===== config.mk =====
export PLATFORM = sky130hd
export DESIGN_NAME = spi_cmd_sequencer
export DESIGN_NICKNAME = d
export VERILOG_FILES = /design/src/rtl/spi_cmd_sequencer.sv
export SDC_FILE = /design/constraint.sdc
export NUM_CORES = 1
export LEC_CHECK = 0
export BUFFER_PORTS_ARGS = -buffer_cell sky130_fd_sc_hd__buf_2
export CAP_MARGIN = 20
export CORE_MARGIN = 1.5
export CORE_UTILIZATION = 57
export DETAILED_ROUTE_END_ITERATION = 10
export PLACE_DENSITY = 0.82
export SYNTH_ARGS = -nofsm -noshare
export SYNTH_HDL_FRONTEND = slang
export SYNTH_SLANG_ARGS = --single-unit

===== constraint.sdc =====
create_clock -name clk -period 4.9 [get_ports clk]
set_input_delay 0.245 -clock clk [delete_from_list [all_inputs] [get_ports clk]]
set_output_delay 0.245 -clock clk [all_outputs]
set_load 0.005 [all_outputs]

===== src/rtl/spi_cmd_sequencer.sv =====
// spi_cmd_sequencer
// Buffers 32-bit command words, hands them one at a time to a downstream SPI
// engine with a timed level trigger, waits a settling gap, then captures the
// engine's deserialized word into a response FIFO.
//
// Ports
//   clk, rst              system clock, synchronous active-high reset
//   cmd_wr_en, cmd_din    command FIFO write side
//   cmd_full, cmd_empty   registered command FIFO flags
//   spi_din, spi_trigger  registered command word / trigger to the SPI engine
//   spi_dout              word returned by the SPI engine
//   rsp_rd_en, rsp_dout   response FIFO read side (first-word-fall-through)
//   rsp_empty             registered response FIFO flag
//   busy                  sequencer is not idle
//   overflow              sticky: a command write was dropped because full
module spi_cmd_sequencer #(
    parameter int DEPTH       = 8,
    parameter int TRIG_CYCLES = 1700,
    parameter int GAP_CYCLES  = 16
) (
    input  logic        clk,
    input  logic        rst,
    input  logic        cmd_wr_en,
    input  logic [31:0] cmd_din,
    output logic        cmd_full,
    output logic        cmd_empty,
    output logic [31:0] spi_din,
    output logic        spi_trigger,
    input  logic [31:0] spi_dout,
    input  logic        rsp_rd_en,
    output logic [31:0] rsp_dout,
    output logic        rsp_empty,
    output logic        busy,
    output logic        overflow
);

    localparam int AW   = $clog2(DEPTH);
    localparam int PW   = AW + 1;
    localparam int CMAX = (TRIG_CYCLES > GAP_CYCLES) ? TRIG_CYCLES : GAP_CYCLES;
    localparam int CW   = $clog2(CMAX + 1);

    // spi_trigger is registered from the state, so it trails the TRIG state by
    // one cycle. GAP therefore runs GAP_CYCLES+1 state cycles: the first one
    // still shows the trailing trigger, the remaining GAP_CYCLES show it low.
    localparam logic [CW-1:0] TRIG_LAST = CW'(TRIG_CYCLES - 1);
    localparam logic [CW-1:0] GAP_LAST  = CW'(GAP_CYCLES);

    typedef enum logic [1:0] {IDLE, TRIG, GAP, CAPTURE} state_t;

    state_t        r_state, w_state_nxt;
    logic [CW-1:0] r_cnt, w_cnt_nxt;
    logic          w_cmd_pop, w_rsp_push;

    // ------------------------------------------------------------------
    // Command FIFO
    // ------------------------------------------------------------------
    logic [31:0]   r_cmd_mem [DEPTH];
    logic [PW-1:0] r_cmd_wptr, r_cmd_rptr;
    logic [PW-1:0] w_cmd_wptr_nxt, w_cmd_rptr_nxt;
    logic          r_cmd_full, r_cmd_empty, r_overflow;
    logic          w_cmd_push;

    assign w_cmd_push     = cmd_wr_en & ~r_cmd_full & ~rst;
    assign w_cmd_wptr_nxt = r_cmd_wptr + PW'(w_cmd_push);
    assign w_cmd_rptr_nxt = r_cmd_rptr + PW'(w_cmd_pop);

    always_ff @(posedge clk) begin
        if (w_cmd_push)
            r_cmd_mem[r_cmd_wptr[AW-1:0]] <= cmd_din;
    end

    always_ff @(posedge clk) begin
        if (rst) begin
            r_cmd_wptr  <= '0;
            r_cmd_rptr  <= '0;
            r_cmd_full  <= 1'b0;
            r_cmd_empty <= 1'b1;
            r_overflow  <= 1'b0;
        end else begin
            r_cmd_wptr  <= w_cmd_wptr_nxt;
            r_cmd_rptr  <= w_cmd_rptr_nxt;
            r_cmd_empty <= (w_cmd_wptr_nxt == w_cmd_rptr_nxt);
            r_cmd_full  <= (w_cmd_wptr_nxt[AW] != w_cmd_rptr_nxt[AW]) &&
                           (w_cmd_wptr_nxt[AW-1:0] == w_cmd_rptr_nxt[AW-1:0]);
            // Judged on the pre-edge full flag: a same-cycle pop does not rescue it.
            if (cmd_wr_en && r_cmd_full)
                r_overflow <= 1'b1;
        end
    end

    // ------------------------------------------------------------------
    // Response FIFO
    // ------------------------------------------------------------------
    logic [31:0]   r_rsp_mem [DEPTH];
    logic [PW-1:0] r_rsp_wptr, r_rsp_rptr;
    logic [PW-1:0] w_rsp_wptr_nxt, w_rsp_rptr_nxt;
    logic          r_rsp_full, r_rsp_empty;
    logic          w_rsp_wr, w_rsp_pop;
    logic [31:0]   r_rsp_dout, w_rsp_head_nxt;

    assign w_rsp_wr       = w_rsp_push & ~r_rsp_full & ~rst;
    assign w_rsp_pop      = rsp_rd_en & ~r_rsp_empty & ~rst;
    assign w_rsp_wptr_nxt = r_rsp_wptr + PW'(w_rsp_wr);
    assign w_rsp_rptr_nxt = r_rsp_rptr + PW'(w_rsp_pop);

    // Registered head word. When the FIFO drains, the last value is held. When
    // the new head is the slot being written this edge, bypass the write data.
    always_comb begin
        w_rsp_head_nxt = r_rsp_dout;
        if (w_rsp_rptr_nxt != w_rsp_wptr_nxt) begin
            if (w_rsp_wr && (w_rsp_rptr_nxt == r_rsp_wptr))
                w_rsp_head_nxt = spi_dout;
            else
                w_rsp_head_nxt = r_rsp_mem[w_rsp_rptr_nxt[AW-1:0]];
        end
    end

    always_ff @(posedge clk) begin
        if (w_rsp_wr)
            r_rsp_mem[r_rsp_wptr[AW-1:0]] <= spi_dout;
    end

    always_ff @(posedge clk) begin
        if (rst) begin
            r_rsp_wptr  <= '0;
            r_rsp_rptr  <= '0;
            r_rsp_full  <= 1'b0;
            r_rsp_empty <= 1'b1;
            r_rsp_dout  <= '0;
        end else begin
            r_rsp_wptr  <= w_rsp_wptr_nxt;
            r_rsp_rptr  <= w_rsp_rptr_nxt;
            r_rsp_empty <= (w_rsp_wptr_nxt == w_rsp_rptr_nxt);
            r_rsp_full  <= (w_rsp_wptr_nxt[AW] != w_rsp_rptr_nxt[AW]) &&
                           (w_rsp_wptr_nxt[AW-1:0] == w_rsp_rptr_nxt[AW-1:0]);
            r_rsp_dout  <= w_rsp_head_nxt;
        end
    end

    // ------------------------------------------------------------------
    // Sequencer FSM
    // ------------------------------------------------------------------
    always_comb begin
        w_state_nxt = r_state;
        w_cnt_nxt   = r_cnt;
        w_cmd_pop   = 1'b0;
        w_rsp_push  = 1'b0;
        case (r_state)
            IDLE: begin
                // A command is only launched when its response has a slot.
                if (!r_cmd_empty && !r_rsp_full) begin
                    w_cmd_pop   = 1'b1;
                    w_state_nxt = TRIG;
                    w_cnt_nxt   = '0;
                end
            end
            TRIG: begin
                if (r_cnt == TRIG_LAST) begin
                    w_state_nxt = GAP;
                    w_cnt_nxt   = '0;
                end else begin
                    w_cnt_nxt = r_cnt + CW'(1);
                end
            end
            GAP: begin
                if (r_cnt == GAP_LAST) begin
                    w_state_nxt = CAPTURE;
                    w_cnt_nxt   = '0;
                end else begin
                    w_cnt_nxt = r_cnt + CW'(1);
                end
            end
            CAPTURE: begin
                w_rsp_push  = 1'b1;
                w_state_nxt = IDLE;
            end
            default: w_state_nxt = IDLE;
        endcase
    end

    logic        r_trig;
    logic [31:0] r_spi_din;

    always_ff @(posedge clk) begin
        if (rst) begin
            r_state   <= IDLE;
            r_cnt     <= '0;
            r_trig    <= 1'b0;
            r_spi_din <= '0;
        end else begin
            r_state <= w_state_nxt;
            r_cnt   <= w_cnt_nxt;
            r_trig  <= (r_state == TRIG);
            if (w_cmd_pop)
                r_spi_din <= r_cmd_mem[r_cmd_rptr[AW-1:0]];
        end
    end

    assign cmd_full    = r_cmd_full;
    assign cmd_empty   = r_cmd_empty;
    assign overflow    = r_overflow;
    assign rsp_empty   = r_rsp_empty;
    assign rsp_dout    = r_rsp_dout;
    assign spi_trigger = r_trig;
    assign spi_din     = r_spi_din;
    assign busy        = (r_state != IDLE);

endmodule


== Word level (Yosys, flattened, before mapping) ==
Memory sizes are Yosys's and may differ from the RTL's. A register that Yosys moved wholly into a read port is not among the register bits.
Index checks and enable logic that the tools add are counted.
Word-level totals
  register bits after elaboration: 67
  bits in writable memories: 512
  input port bits: 68
  output and inout bits: 70
  memories kept: 2
Memory list
  r_cmd_mem: depth 8, width 32, read ports 1, clocked after Yosys merged registers in 1, write ports 1, RTL line 57  | logic [31:0] r_cmd_mem [DEPTH];
  r_rsp_mem: depth 8, width 32, read ports 1, clocked after Yosys merged registers in 0, write ports 1, RTL line 94  | logic [31:0] r_rsp_mem [DEPTH];
Cells by class
  add/sub/neg operators: 5
  eq/ne operators: 16
  muxes and demuxes: 16
  bitwise gates (word level): 10
  reduce and logical (&&, ||, !) cells: 12
Operator list (number)
  $mux W11: 3
  $pmux W11 S3: 1
  $mux W32: 1
  $add A4 B1 Y4: 4
  $eq A4 B4 Y1: 3
  $add A11 B1 Y11 const B: 1
  $eq A11 B11 Y1 const B: 1
  $eq A11 B5 Y1 const B: 1
  $pmux W2 S4: 1
  $mux W1: 7
  $and A1 B1 Y1: 6
  $eq A3 B3 Y1: 2
  $mux W2: 3
  $ne A2 B2 Y1 const B: 3
  $logic_and A1 B1 Y1: 5
  $eq A2 B2 Y1 const B: 2
  $ne A4 B4 Y1: 1
  $not A1 Y1: 4
  $reduce_and A3 Y1: 1
  $reduce_bool A3 Y1: 1
  $eq A2 B1 Y1 const B: 1
  $logic_not A1 Y1: 2
  $logic_not A2 Y1: 1
  $ne A1 B1 Y1: 2
  2 further kinds: 2

== Depth between registers and ports, before layout ==
  depth after elaboration: 7
  depth in mapped cells: 12

== Least setup slack after synthesis ==
Ideal clock, no wire load.
  kind: reg2reg
  start point: reg r_state[1]
  end point: mem r_rsp_mem[0][0], enable pin
  library setup time: 0.461 ns
  arrival: 3.196 ns
  required time: 4.439 ns
  slack: 1.243 ns
  stages on the path, launching flop included: 5
  buffers on the path: 0
  clock period less this slack: 3.657 ns
  path through: dfxtp_1 > ha_1 > nor3b_1 > nand2b_1 > nor3_1
Between the ends
  cells in the longest elaborated chain, start to end: 6
RTL lines
  from (decl): RTL line 50  | state_t r_state, w_state_nxt;
  from (signal assigned): RTL line 191  | r_state <= w_state_nxt;
  $eq A2 B2 Y1: RTL line 148  | case (r_state)
  $mux W1: RTL line 148
  $and A1 B1 Y1 (2 in a row): RTL line 101  | assign w_rsp_wr = w_rsp_push & ~r_rsp_full & ~rst;
  $mux W1: RTL line 119  | if (w_rsp_wr)
  $mux W1 (implied by the code): RTL line 120  | r_rsp_mem[r_rsp_wptr[AW-1:0]] <= spi_dout;
  to (decl): RTL line 94
Every way passes these cells.

== Final worst setup path ==
  start point: in rst
  end point: reg r_rsp_dout[10], in the netlist rsp_dout[10]
Between the ends
  cells in the longest elaborated chain, start to end: 6
  elaborated cells on any way between the ends: 10
  classes of those cells: add/sub (2); eq/ne (2); mux (1); bitwise (3); reduce/logical (1); memory (1)
RTL lines
  from (decl): RTL line 22  | input logic rst,
  $not A1 Y1 (*): RTL line 102  | assign w_rsp_pop = rsp_rd_en & ~r_rsp_empty & ~rst;
  $and A1 B1 Y1 (*): RTL line 102
  $add A4 B1 Y4 (*): RTL line 104  | assign w_rsp_rptr_nxt = r_rsp_rptr + PW'(w_rsp_pop);
  via w_rsp_rptr_nxt[1]: RTL line 96  | logic [PW-1:0] w_rsp_wptr_nxt, w_rsp_rptr_nxt;
  parallel branches: the longest is 3 deep, another holds $mem_v2 Z8 W32
  to (signal assigned): RTL line 136  | r_rsp_dout <= w_rsp_head_nxt;
  to (decl): RTL line 99  | logic [31:0] r_rsp_dout, w_rsp_head_nxt;
Mark *: on every way through the listed nets, which the timed path passes.
A chain may end at the register's enable or synchronous reset.

==> flow_summary.json <==
{
  "status": "finished clean",
  "first_pass_iters": 7,
  "slew_violations": 0,
  "cts_setup_buffers": 0,
  "cp.required_ns": 5.39,
  "period_minus_slack_ns": 3.286,
  "relSlewSlack_pct": 26.93,
  "grt_pass1_vias": 12562,
  "ys_warn_count": 0,
  "clkTransAtPathRegs_ns": 0.06,
  "path_max_fanout": 39,
  "synth_ff_type": "edfxtp_1",
  "io_pins": 138,
  "timing.max_cap.violations": 0,
  "final_nets": 1484,
  "synthCells": 1169,
  "drt-initial-drc-count": 1105,
  "syn_to_final_growth_pct": 17.66,
  "place_congestion": 0.7303,
  "cts_root_buf": "clkbuf_16",
  "cts_hold_buf": 67,
  "cts.sinks": 611,
  "rows": 73,
  "clock_skew_ns": 0.03176,
  "ys_seq_area_share_pct": 74.34,
  "cpMaxStageDelayCell": "ha_2",
  "vias": 12126,
  "dp_hpwl_microns": 27000,
  "period_share_pct": 67.07,
  "synth_cell_types": 44,
  "rsz0062_at_grt": "no",
  "final_cells": 1978,
  "grt_max_degree": 67,
  "critPathArrivalTime_ns": 3.78,
  "ys_seq_elements": 611,
  "numCtsBuffers": 58,
  "hp-class": "in2reg",
  "wirelength_microns": 49880,
  "grtUsageTotal_pct": 24.17,
  "clkLatencyLatePin_ns": 0.63,
  "synth_nets": 1251,
  "cts_buffer_depth": 3,
  "slowest_delay_ns": 0.84,
  "design.core.area_sq_um": 40100,
  "fin_hold_ws_ns": 0.4090,
  "cts_tree": "done",
  "initial_utilization_pct": 58.23,
  "drc": 0,
  "path_cells": "dlygate4sd3_1, buf_2, nor3b_1, ha_4, ha_2, buf_4, mux4_2, mux2_2, mux2i_1, o2bb2ai_1",
  "power.leakage_nw": 9.162,
  "wire_per_inst_microns": 25.21,
  "power.density_nw_per_um2": 438.0,
  "cts_max_level": 2,
  "worst_setup_path_start_kind": "input pin",
  "tightest_slew_ns": 1.096,
  "final_antenna_net_count": 0,
  "setup_tns_ns": 0,
  "avgSynthCellArea_sq_um": 19.97,
  "grt_overflow_total": 0,
  "dp_cells": 1800,
  "final_core_util_pct": 68.51,
  "endpoint_kind": "flop",
  "antenna_found_initial": 3,
  "die_y_microns": 205.4,
  "p_total_mw": 12.03,
  "synthesis.area_sq_um": 23350,
  "drive_gt1_share_pct": 31.45,
  "ir_drop_v": 0.0004084,
  "cts_resized": 0,
  "die_area_sq_um": 42180,
  "setup_viol": 0,
  "grt_pass1_wl_microns": 74910,
  "synth_edf_count": 512,
  "async_reset_ff_share_pct": 0,
  "path_class": "in2reg",
  "via_per_inst": 6.130,
  "fmax_mhz": 304.3,
  "final_hold_viol_count": 0,
  "die_w_microns": 205.4,
  "io_buffers": 137
}
-- final timing paths --
| path | start | end | slack (ns) | depth (start not counted) |
|---|---|---|---|---|
| worst min register to register | rsp_dout[28]$_SDFFE_PP0P_ | rsp_dout[28]$_SDFFE_PP0P_ | 0.46 | 1 |
| worst min-delay path | rsp_rd_en | r_rsp_rptr[3]$_SDFF_PP0_ | 0.41 | 6 |
| worst max register to register | rsp_empty$_SDFF_PP1_ | rsp_dout[10]$_SDFFE_PP0P_ | 1.70 | 8 |
| worst max-delay path | rst | rsp_dout[10]$_SDFFE_PP0P_ | 1.61 | 10 |
-- routing by layer --
| metal | GRT usage (%) | share of wire [%] | up-vias |
|---|---|---|---|
| li1 | - | - | 5218 |
| met1 | 30.99 | 37 | 6255 |
| met2 | 41.31 | 52 | 553 |
| met3 | 4.577 | 7.9 | 98 |
| met4 | 9.020 | 2.8 | 2 |
| met5 | 0 | 0.026 | - |
-- kinds of logic after synthesis --
family,after synthesis,share of synthesized area (%)
AO/OA/AOI/OAI,88,3.167
XOR/XNOR,21,0.8843
adder cells (fa/ha/maj),14,0.7503
buffers and inverters,69,1.292
flip-flops,611,74.34
multiplexers,227,16.76
AND/OR/NAND/NOR,139,2.803
-- metrics by stage --
stage,cell area [sq um],setup WS [ns]
final,27470,1.614
after CTS,27460,1.613
after global placement,24810,1.678
after global routing,27470,1.499
after detailed placement,24810,1.536
after floorplan,23350,1.243
-- sequential cells by signal, indices dropped and copies added (netlist names) --
signal / flops
r_cmd_mem: 256
r_rsp_mem: 256
rsp_dout: 32
spi_din: 32
r_cnt: 11
r_cmd_rptr: 4
r_cmd_wptr: 4
r_rsp_rptr: 4
r_rsp_wptr: 4
r_state: 2
cmd_empty: 1
cmd_full: 1
overflow: 1
r_rsp_full: 1
rsp_empty: 1
spi_trigger: 1
-- critical path, delay by kind of cell --
family	cells	cell delay, ns
and+or+nand+nor	1	0.39
muxes	3	0.82
AOI/OAI and AO/OA	1	0.11
adders and majority gates	2	1.03
buffers and inverters	3	1.15
-- cell usage after synthesis (12+ instances only) --
library cell,instances,area share [%]
mux2_2,32,1.5
a211oi_1,32,1.0
o2bb2ai_1,32,1.2
dfxtp_1,99,8.5
buf_2,16,0.34
nand2_1,24,0.39
edfxtp_1,512,66
xor2_1,12,0.45
ha_1,14,0.75
mux4_2,128,12
mux2i_1,67,2.9
nor2_1,64,1.0
clkbuf_1,35,0.56
-- report_power, final --
part           switching, mW  internal [mW]
clock network           1.91           2.67
registers              0.224           5.80
logic                  0.701          0.721
-- cells in the final DEF (no fill, tap or decap), types with 24 or more instances in the layout --
cell	Yosys	final
dfxtp_1	99	96
buf_4	6	30
clkbuf_16	0	59
edfxtp_1	512	512
buf_2	16	137
a211oi_1	32	32
dlygate4sd3_1	0	67
nand2_1	24	24
mux2_2	32	32
mux4_2	128	128
mux2i_1	67	67
o2bb2ai_1	32	32
nor2_1	64	52
-- final cells by class --
type	instances	area (sq um)
Sequential cell	611	17360
Fill cell	2319	12630
Multi-Input combinational cell	489	5837
Timing Repair Buffer	235	1602
Clock buffer	71	1582
Tap cell	525	656.9
Clock inverter	37	396.6
Inverter	7	26.28
Antenna cell	3	7.507
Note: power is estimated with default switching activity, not from simulation.
